### src/rtl/vga_pixel_out.sv
`default_nettype none
// ============================================================================
//  Module   : vga_pixel_out
//  Purpose  : VGA raster timing generator and final pixel output stage.
//             Expands RRRGGGBB to 8-bit channels, aligned with sync/blank.
//  Revision : 1.0  initial release
// ============================================================================

module vga_pixel_out #(
  parameter int H_VISIBLE = 640,
  parameter int H_FRONT   = 16,
  parameter int H_SYNC    = 96,
  parameter int H_BACK    = 48,
  parameter int V_VISIBLE = 480,
  parameter int V_FRONT   = 10,
  parameter int V_SYNC    = 2,
  parameter int V_BACK    = 33,
  parameter int RGB_LAT   = 1
) (
  input  logic        clk,
  input  logic        resetN,
  input  logic [7:0]  RGBIn,
  output logic [10:0] pixelX,
  output logic [10:0] pixelY,
  output logic        startOfFrame,
  output logic [7:0]  red,
  output logic [7:0]  green,
  output logic [7:0]  blue,
  output logic        hsync,
  output logic        vsync,
  output logic        blankN
);

  localparam logic [10:0] c_H_LAST   = 11'(H_VISIBLE + H_FRONT + H_SYNC + H_BACK - 1);
  localparam logic [10:0] c_V_LAST   = 11'(V_VISIBLE + V_FRONT + V_SYNC + V_BACK - 1);
  localparam logic [10:0] c_H_VIS    = 11'(H_VISIBLE);
  localparam logic [10:0] c_V_VIS    = 11'(V_VISIBLE);
  localparam logic [10:0] c_HS_START = 11'(H_VISIBLE + H_FRONT);
  localparam logic [10:0] c_HS_END   = 11'(H_VISIBLE + H_FRONT + H_SYNC);
  localparam logic [10:0] c_VS_START = 11'(V_VISIBLE + V_FRONT);
  localparam logic [10:0] c_VS_END   = 11'(V_VISIBLE + V_FRONT + V_SYNC);
  // Idle timing bits packed as {vis, hs, vs}: blanked, both syncs inactive
  localparam logic [2:0]  c_IDLE     = 3'b011;

  logic [10:0] r_hcnt;
  logic [10:0] r_vcnt;
  logic        w_h_wrap;
  logic        w_v_wrap;

  assign w_h_wrap = (r_hcnt == c_H_LAST);
  assign w_v_wrap = (r_vcnt == c_V_LAST);

  always_ff @(posedge clk or negedge resetN) begin
    if (!resetN) begin
      r_hcnt <= '0;
      r_vcnt <= '0;
    end else if (w_h_wrap) begin
      r_hcnt <= '0;
      r_vcnt <= w_v_wrap ? 11'd0 : r_vcnt + 11'd1;
    end else begin
      r_hcnt <= r_hcnt + 11'd1;
    end
  end

  assign pixelX       = r_hcnt;
  assign pixelY       = r_vcnt;
  assign startOfFrame = (r_hcnt == 11'd0) && (r_vcnt == 11'd0);

  logic       w_vis;
  logic       w_hs_raw;
  logic       w_vs_raw;
  logic [2:0] w_raw;
  logic [2:0] w_aligned;

  assign w_vis    = (r_hcnt < c_H_VIS) && (r_vcnt < c_V_VIS);
  assign w_hs_raw = !((r_hcnt >= c_HS_START) && (r_hcnt < c_HS_END));
  assign w_vs_raw = !((r_vcnt >= c_VS_START) && (r_vcnt < c_VS_END));
  assign w_raw    = {w_vis, w_hs_raw, w_vs_raw};

  // Timing bits are delayed to match the upstream layers' pixel latency
  generate
    if (RGB_LAT == 0) begin : g_direct
      assign w_aligned = w_raw;
    end else begin : g_delay
      logic [2:0] r_dly [RGB_LAT];

      always_ff @(posedge clk or negedge resetN) begin
        if (!resetN) begin
          for (int i = 0; i < RGB_LAT; i++) begin
            r_dly[i] <= c_IDLE;
          end
        end else begin
          r_dly[0] <= w_raw;
          for (int i = 1; i < RGB_LAT; i++) begin
            r_dly[i] <= r_dly[i-1];
          end
        end
      end

      assign w_aligned = r_dly[RGB_LAT-1];
    end
  endgenerate

  logic [7:0] w_red;
  logic [7:0] w_green;
  logic [7:0] w_blue;

  // Bit replication maps full-scale codes to 8'hFF and zero to 8'h00
  assign w_red   = {RGBIn[7:5], RGBIn[7:5], RGBIn[7:6]};
  assign w_green = {RGBIn[4:2], RGBIn[4:2], RGBIn[4:3]};
  assign w_blue  = {4{RGBIn[1:0]}};

  logic [7:0] r_red;
  logic [7:0] r_green;
  logic [7:0] r_blue;
  logic       r_hsync;
  logic       r_vsync;
  logic       r_blankN;

  always_ff @(posedge clk or negedge resetN) begin
    if (!resetN) begin
      r_red    <= 8'h00;
      r_green  <= 8'h00;
      r_blue   <= 8'h00;
      r_hsync  <= 1'b1;
      r_vsync  <= 1'b1;
      r_blankN <= 1'b0;
    end else begin
      r_blankN <= w_aligned[2];
      r_hsync  <= w_aligned[1];
      r_vsync  <= w_aligned[0];
      r_red    <= w_aligned[2] ? w_red   : 8'h00;
      r_green  <= w_aligned[2] ? w_green : 8'h00;
      r_blue   <= w_aligned[2] ? w_blue  : 8'h00;
    end
  end

  assign red    = r_red;
  assign green  = r_green;
  assign blue   = r_blue;
  assign hsync  = r_hsync;
  assign vsync  = r_vsync;
  assign blankN = r_blankN;

endmodule

`default_nettype wire

### config.mk
export PLATFORM = sky130hd
export DESIGN_NAME = vga_pixel_out
export DESIGN_NICKNAME = d
export VERILOG_FILES = /design/src/rtl/vga_pixel_out.sv
export SDC_FILE = /design/constraint.sdc
export NUM_CORES = 1
export LEC_CHECK = 0
export CAP_MARGIN = 20
export CORE_AREA = 3 3 70 72
export DETAILED_ROUTE_END_ITERATION = 8
export DIE_AREA = 0 0 73 75
export PLACE_DENSITY = 0.73
export SYNTH_ARGS = -nofsm -noshare
export SYNTH_HDL_FRONTEND = slang
export SYNTH_SLANG_ARGS = --single-unit
### constraint.sdc
create_clock -name clk -period 1.5 [get_ports clk]
set_input_delay 0.3 -clock clk [delete_from_list [all_inputs] [get_ports clk]]
set_output_delay 0.3 -clock clk [all_outputs]
set_load 0.02 [all_outputs]
# Word-level counts from Yosys, hierarchy flattened
# Cells that the tools add are included.
# word_totals
out_inout_bits	50
ff_bits	52
elab_cells	32
inputBits	10
# classes
magnitude_cmp	6
n_addsub	2
eq_ne	2
n_reduce_logical	8
n_mux	5
# ops
cell	n
$mux 8	3
$add 11x1->11 const B	2
$eq 11x10->1 const B	2
$logic_not 11->1	2
$lt 11x10->1 const B	2
$lt 11x9->1 const B	2
$mux 11	2
$ge 11x10->1 const B	1
$ge 11x9->1 const B	1
$logic_and 1x1->1	4
$logic_not 1->1	2

# Logic depth before layout (Yosys ltp)
# Gate-level depths: netlist of the first run.
# logic_depth
word_depth	3
mapped_depth	6
depth_no_buf	6

# Least setup slack after synthesis of the first run
# Ideal clock, no wire load.
# synth_path
path_type	register -> register
from	register r_hcnt[0], in the netlist pixelX[0]
to	register r_vcnt[4], in the netlist pixelY[4]
slack_ns	-0.308
arrival_time_ns	1.683
period_less_slack_ns	1.808
t_required_ns	1.375
setup_ns	0.125
stages_incl_launch_ff	7
cell_sequence	dfrtp_1 -> ha_1 -> and3_1 -> and3_2 -> buf_4 -> nand2_1 -> mux2_2
# synth_via
elab_chain_cells	1
# synth_lines
item	line	text
start, declared	45	logic [10:0] r_hcnt;
start signal, assigned	61	r_hcnt <= r_hcnt + 11'd1;
$eq 11x10->1	50	assign w_h_wrap = (r_hcnt == c_H_LAST);
end signal, assigned	59	r_vcnt <= w_v_wrap ? 11'd0 : r_vcnt + 11'd1;
end, declared	46	logic [10:0] r_vcnt;
# No other way between the ends.
# A chain may end at the register's enable or synchronous reset.

# Final worst setup path of the first run
# layout_path
from	register r_hcnt[10], in the netlist pixelX[10]
to	output startOfFrame
# layout_via
elab_chain_cells	2
# layout_lines
item	line	text
$logic_not 11->1	67	assign startOfFrame = (r_hcnt == 11'd0) && (r_vcnt == 11'd0);
$logic_and 1x1->1	67	
end, declared	25	output logic startOfFrame,
# No other way between the ends.

==> results of run 1 <==
-- registers in the layout, summed over array words and instances, names as in the netlist --
register	cells
blankN	1
blue	2
g_delay.r_dly	3
green	3
hsync	1
pixelX	11
pixelY	11
red	3
vsync	1
-- area by class of cell --
cell class	count	area, sq um
Fill cell	342	1564
Sequential cell	36	912.1
Multi-Input combinational cell	101	870.8
Timing Repair Buffer	95	815.8
Clock buffer	5	68.82
Tap cell	52	65.06
Clock inverter	3	42.54
Inverter	4	15.01
-- placed cells by master (no fill, tap or decap), drive strengths merged --
| cell type | synthesis | final |
|---|---|---|
| and4b | 1 | 1 |
| o21ai | 6 | 6 |
| clkdlybuf4s15 | 0 | 8 |
| nand3 | 15 | 15 |
| nand4 | 3 | 3 |
| o211ai | 2 | 2 |
| buf | 17 | 37 |
| xor2 | 8 | 8 |
| nor2 | 8 | 8 |
| nor3 | 6 | 6 |
| nor3b | 3 | 3 |
| clkinvlp | 0 | 1 |
| clkdlybuf4s50 | 0 | 9 |
| nor4bb | 1 | 1 |
| and3 | 11 | 11 |
| or4 | 1 | 1 |
| nand2 | 9 | 9 |
| nor4b | 2 | 2 |
| a22o | 1 | 1 |
| o31ai | 3 | 3 |
| bufinv | 0 | 1 |
| nor4 | 1 | 1 |
| a21o | 2 | 2 |
| mux2 | 1 | 1 |
| xnor2 | 3 | 3 |
| ha | 4 | 4 |
| and2 | 9 | 9 |
| dlygate4sd2 | 0 | 35 |
| dfrtp | 32 | 32 |
| or3 | 1 | 1 |
| clkbuf | 0 | 11 |
| clkinv | 0 | 1 |
| inv | 4 | 4 |
| dfstp | 4 | 4 |
-- repair_timing --
action,CTS,global route
pin swaps,11,15
gates resized for setup,82,39
buffers inserted,3,3
endpoints found under the setup margin,63,30
-- logic make-up (layout without fill, tap and decap cells) --
logic type,after synthesis,count (layout),share of synthesized area
AO/OA/AOI/OAI,14,14,0.05328
XOR/XNOR,11,11,0.05621
adder cells (fa/ha/maj),4,4,0.02920
buffers and inverters,21,107,0.08321
flip-flops,36,36,0.5285
multiplexers,1,1,0.006569
AND/OR/NAND/NOR,71,71,0.2431
-- report_power, final --
| part | total [mW] | internal (mW) | switching, mW |
|---|---|---|---|
| clock network | 0.852 | 0.492 | 0.360 |
| logic | 0.140 | 0.0616 | 0.0780 |
| registers | 0.987 | 0.981 | 0.00573 |
| total | 1.98 | 1.53 | 0.444 |
-- layer usage --
metal / up-vias / routed length [um]
met1: 733 / 2029
met3: 7 / 262
met2: 61 / 2246
met4: 0 / 75
li1: 714 / -
met5: - / 0
-- worst reg2reg max path: cells and delay by family, from the launching register on --
family	cells	cell delay (ns)
buffers and inverters	1	0.20
flip-flops	1	0.43
AND/OR/NAND/NOR	4	0.96
-- stage by stage --
stage	hold slack, ns	cell area (sq um)	utilization	worst slack [ns]
2_1_floorplan	0.004409	1768	-	-0.09207
3_3_place_gp	0.3463	2545	0.5845	-0.4670
3_5_place_dp	0.3475	2545	0.5845	-0.4896
4_1_cts	0.3588	2713	0.6230	-0.2853
5_1_grt	0.3684	2790	0.6408	-0.3684
6_report	0.3578	2790	0.6408	-0.2855
-- final timing paths --
check / to / cells past startpoint / startpoint / slack [ns]
worst max-delay path: startOfFrame / 4 / pixelX[10] / -0.29
worst min-delay path: hsync / 0 / g_delay.r_dly[1] / 0.36
worst max register to register: pixelY[9] / 5 / pixelX[10] / -0.15
worst min register to register: hsync / 0 / g_delay.r_dly[1] / 0.36
max in group asynchronous: g_delay.r_dly[0] / 2 / resetN / 0.86
min in group asynchronous: blue[5] / 2 / resetN / 0.38
==> run_results.csv, run 1 <==
group,metric,value,unit
power,p_per_area,709.2,nW/um^2
worst_hold_path,hold_path_class,"flip-flop to flip-flop",
finish,nets,257,
finish,syn2layout_area_growth,62.77,%
placement,portBuffers,59,
setup_path,required,1.20,ns
timing,period_minus_slack,1.785,ns
route,viasPerCell,5.118,
timing,rsz0062_at_grt,"true",
logic_synthesis,synth_area_leaders,"dfrtp_1, buf_4, dfstp_2, nand3_1, xor2_1",
global_routing,antenna_found_initial,0,
power,power.leakage,1.335,nW
clocking,clock_latency,0.29,ns
route,drc,0,
die,die_width,73,um
finish,antenna_cells,0,
logic_synthesis,synth_ff_type,"dfrtp_1",
setup_path,startpoint_type,"flip-flop",
placement,place_hpwl,3241,um
route,routed_wirelength,4614,um
flow_run,maxCapViolations,0,
die,fp.dieArea,5475,sq um
route,drt_iter0_drc,49,
setup_path,crit_family,"simple AND/OR/NAND/NOR gates",
logic_synthesis,synth_edf_count,0,
logic_synthesis,synth-seq-area-share,0.5285,
logic_synthesis,async_flop_share,1.000,
logic_synthesis,syn-num-nets,172,
global_routing,grtUsageMet1,0.2373,
logic_synthesis,synth_area,1714,sq um
clocking,cts-htree-levels,2,
logic_synthesis,avgSynthCellArea,10.85,sq um
clocking,cts-root-buf,"clkbuf_8",
outcome,failed_checks,"setup timing",
timing,hold_violations,0,
logic_synthesis,synthMostInstantiatedCell,"dfrtp_1",
clocking,clk_pin_slew_worst_paths,0.08,ns
clocking,tritoncts,"done",
logic_synthesis,ys_ff_latch,36,
setup_path,worst-setup-path-type,"flip-flop to output port",
route,ant_nets,0,
timing,tightest_slew,0.2846,ns
logic_synthesis,ys_warn_count,0,
global_routing,grt_pass1_wl,7521,um
logic_synthesis,synth.largest_area_cell,"dfrtp_1",
timing,fin_tns_setup,-0.9270,ns
clocking,ctsHoldBuffers,0,
route,avgRoutedWirePerCell,15.59,um
route,first_pass_iters,4,
global_routing,grt_max_degree,37,
placement,gp_congestion,0.8082,
timing,setup_ws,-0.2855,ns
setup_path,cp.buffers_inverters,1,
clocking,cts_buffer_depth,2,
global_routing,use_met3,0.03605,
clocking,cts_buffers,5,
global_routing,gr-max-usage-layer,"met2",
outcome,status,"complete, but fails checks",
setup_path,arrival,1.49,ns
clocking,clock-sinks,36,
setup_path,path_max_fanout,2,
power,ir_worst_vdd,0.4530,mV
setup_path,crit_path_end_kind,"output port",
global_routing,grt.total_usage,0.1789,
setup_path,cp_cell_sequence,"nor4_4 -> nand4_1 -> nor2_4 -> buf_6",
logic_synthesis,synth_cells,158,
logic_synthesis,synth_top_area_frac,0.4672,
global_routing,grt_util_met2,0.2910,
logic_synthesis,ys_types,29,
setup_path,crit_slowest_cell,"dfrtp_2",
timing,slew_viol_final,0,
timing,max_freq,560.1,MHz
die,std_cell_rows,24,
die,die_y,75,um
logic_synthesis,synthTopCellsByCount,"dfrtp_1, buf_4, nand3_1",
power,p_total,1.979,mW
route,num_vias,1515,
global_routing,grt_pass1_vias,1519,
timing,period_share,1.190,
timing,slew_headroom,0.8095,
die,core,4354,sq um
global_routing,grt-ovfl-total,0,
timing,setup_viol_count_final,12,
finish,post_route_cells_drive_above_1_share,0.4057,
timing,finClkSkew,0.009841,ns
die,initial_utilization,0.3937,
setup_path,cp_slowest_stage_delay,0.43,ns
placement,dp_cells,284,
finish,final_cell_count_no_fill,296,
die,io_pins,60,
No activity file was read; power rests on OpenSTA's default activity.
==> inputs of run 2 (changes only) <==
Settings changed: CORE_AREA 3 3 70 72 to 3 3 66 68, DIE_AREA 0 0 73 75 to 0 0 69 71, PLACE_DENSITY 0.73 to 0.78.
Clock period 1.5 ns to 2 ns, I/O delays scaled along.
==> run 2 against run 1 <==
  * The run now ends clean
  * Sequential share of layout area increased by 2.5 points
  * Clock power decreased by 35%
  * Clock-buffer cell count increased by 2
  * Combinational power decreased by 16%
  * Worst setup slack improved by 0.38 ns
  * Via count decreased by 4.3%
  * Sequential power decreased by 25%
  * Design area decreased by 7.6%
  * Clock skew decreased by 0.0060 ns
==> run_results.csv, run 2 (synthesized netlist as in run 1, its figures left out) <==
group,metric,value,unit
global_routing,grt_max_degree,37,
clocking,cts-htree-levels,2,
die,std_cell_rows,23,
finish,fin_area,2577,sq um
setup_path,arrival,1.51,ns
finish,antenna_cells,0,
finish,final_cell_mix,"clkdlybuf4s50_1, dfrtp_1, buf_4",
finish,nets,249,
global_routing,grt-ovfl-total,0,
route,routed_wirelength,4130,um
die,core,3914,sq um
setup_path,cp_cell_sequence,"nor4_4 -> nand4_1 -> nor2_1 -> buf_4",
setup_path,worst-setup-path-type,"flip-flop to output port",
route,drt_iter0_drc,66,
global_routing,grt_pass1_wl,6837,um
global_routing,grt.total_usage,0.1755,
outcome,status,"finished, final reports clean",
power,ir_worst_vdd,0.3548,mV
placement,portBuffers,59,
die,fp.dieArea,4899,sq um
die,die_y,71,um
clocking,cts-root-buf,"clkbuf_8",
route,drc,0,
clocking,clock_latency,0.29,ns
finish,syn2layout_area_growth,50.36,%
worst_hold_path,hold_path_class,"flip-flop to flip-flop",
finish,fillers,317,
setup_path,crit_slowest_cell,"dfrtp_1",
route,num_vias,1450,
setup_path,reg2reg_depth,7,
clocking,clk_pin_slew_worst_paths,0.07,ns
timing,period_minus_slack,1.910,ns
setup_path,cp.buffers_inverters,1,
clocking,cts_buffers,5,
power,power.leakage,1.153,nW
setup_path,cp_slowest_stage_delay,0.41,ns
clocking,ctsHoldBuffers,0,
global_routing,antenna_found_initial,0,
clocking,cts_buffer_depth,2,
power,p_per_area,547.9,nW/um^2
placement,place_area,2435,sq um
setup_path,path_max_fanout,4,
timing,max_freq,523.6,MHz
die,io_pins,60,
setup_path,startpoint_type,"flip-flop",
global_routing,gr-max-usage-layer,"met2",
route,first_pass_iters,4,
setup_path,required,1.60,ns
global_routing,grt_util_met2,0.2860,
timing,fin_tns_setup,0,ns
global_routing,use_met3,0.06108,
timing,setup_viol_count_final,0,
clocking,tritoncts,"done",
setup_path,worst-path-stages,4,
setup_path,critPathLaunch,"pixelX[5]",
setup_path,rrSetupSlack,0.12,ns
global_routing,grt_pass1_vias,1412,
setup_path,crit_path_end_kind,"output port",
timing,slew_viol_final,0,
clocking,clock-sinks,36,
route,ant_nets,0,
finish,post_route_cells_drive_above_1_share,0.2170,
timing,slew_headroom,0.7056,
die,die_width,69,um
placement,gp_congestion,0.8380,
timing,tightest_slew,0.4416,ns
route,avgRoutedWirePerCell,14.49,um
finish,final_common_cell,"clkdlybuf4s50_1",
timing,period_share,0.9549,
setup_path,critical_path.endpoint,"startOfFrame",
setup_path,crit_family,"simple AND/OR/NAND/NOR gates",
setup_path,reg2reg_from,"pixelX[1]",
placement,place_hpwl,3024,um
route,viasPerCell,5.088,
global_routing,grtUsageMet1,0.2176,
timing,hold_violations,0,
die,initial_utilization,0.4380,
timing,finClkSkew,0.003832,ns
setup_path,rr_endpoint,"pixelY[9]",
flow_run,maxCapViolations,0,
==> run 2: changes by cell type in the layout (fill, tap and decap cells not counted), sizes merged <==
cell / before / now
clkbuf: 11 / 7
dlygate4sd2: 35 / 0
buf: 37 / 29
bufinv: 1 / 0
clkinv: 1 / 0
clkdlybuf4s50: 9 / 58
clkdlybuf4s15: 8 / 0
clkinvlp: 1 / 0
==> run 2: what timing repair did <==
item | in CTS | in global routing
pin swaps | 0 | 2
gates resized for setup | 6 | 6
buffers inserted | 0 | 2
setup endpoints to repair | 1 | 1
==> run 2: routing by layer <==
layer  vias up  wire, um
met1       681      1782
met4         0        55
met2        70      2006
li1        690         -
met5         -         0
met3         9       286
==> run 2: worst min-delay path by stage <==
stage                      from  endpoint  slack, ns  cells past startpoint
2_1_floorplan            resetN    blankN       0.10                      0
3_5_place_dp   g_delay.r_dly[1]     hsync       0.35                      0
3_3_place_gp   g_delay.r_dly[0]     vsync       0.35                      0
6_report       g_delay.r_dly[1]     hsync       0.36                      0
5_1_grt        g_delay.r_dly[1]     hsync       0.36                      0
4_1_cts        g_delay.r_dly[1]     hsync       0.36                      0
==> run 2: layout make-up <==
class | count | area, sq um | area share
flip-flops and latches | 36 | 905.9 | 0.3515
well taps | 50 | 62.56 | 0.02427
repair buffers | 87 | 798.3 | 0.3097
clock buffers | 7 | 96.34 | 0.03738
multi-input cells | 101 | 699.4 | 0.2714
inverters | 4 | 15.01 | 0.005825
==> run 2: per-stage QoR <==
stage	hold slack, ns	power, mW	instances	util	setup slack (ns)
2_1_floorplan	0.1044	0.8176	158	-	0.1885
3_3_place_gp	0.3455	0.8740	276	0.6221	-0.09904
3_5_place_dp	0.3479	0.8765	276	0.6221	-0.1387
4_1_cts	0.3582	1.435	283	0.6487	0.07460
5_1_grt	0.3627	1.465	285	0.6586	-0.007670
6_report	0.3563	1.412	285	0.6586	0.09020
==> run 2: power by group <==
group / switching (mW) / internal [mW] / leakage (nW) / total, mW
sequential: 0.00568 / 0.737 / 0.446 / 0.742
combinational: 0.0572 / 0.0612 / 0.657 / 0.118
clock: 0.245 / 0.306 / 0.0503 / 0.551
==> run 2: worst register-to-register path, cell delays in order, from the launching register on <==
cell and delay, ns:
dfrtp_1 0.36, buf_4 0.11, buf_4 0.12, ha_1 0.16
and3_1 0.22, nand3_2 0.17, or4_1 0.57, nand3_1 0.11
==> inputs of run 3 (changes only) <==
Settings changed: HOLD_SLACK_MARGIN set to 0.08.
==> results of run 3 <==
Same layout as run 2: the final DEF is identical, and so are final timing and power.
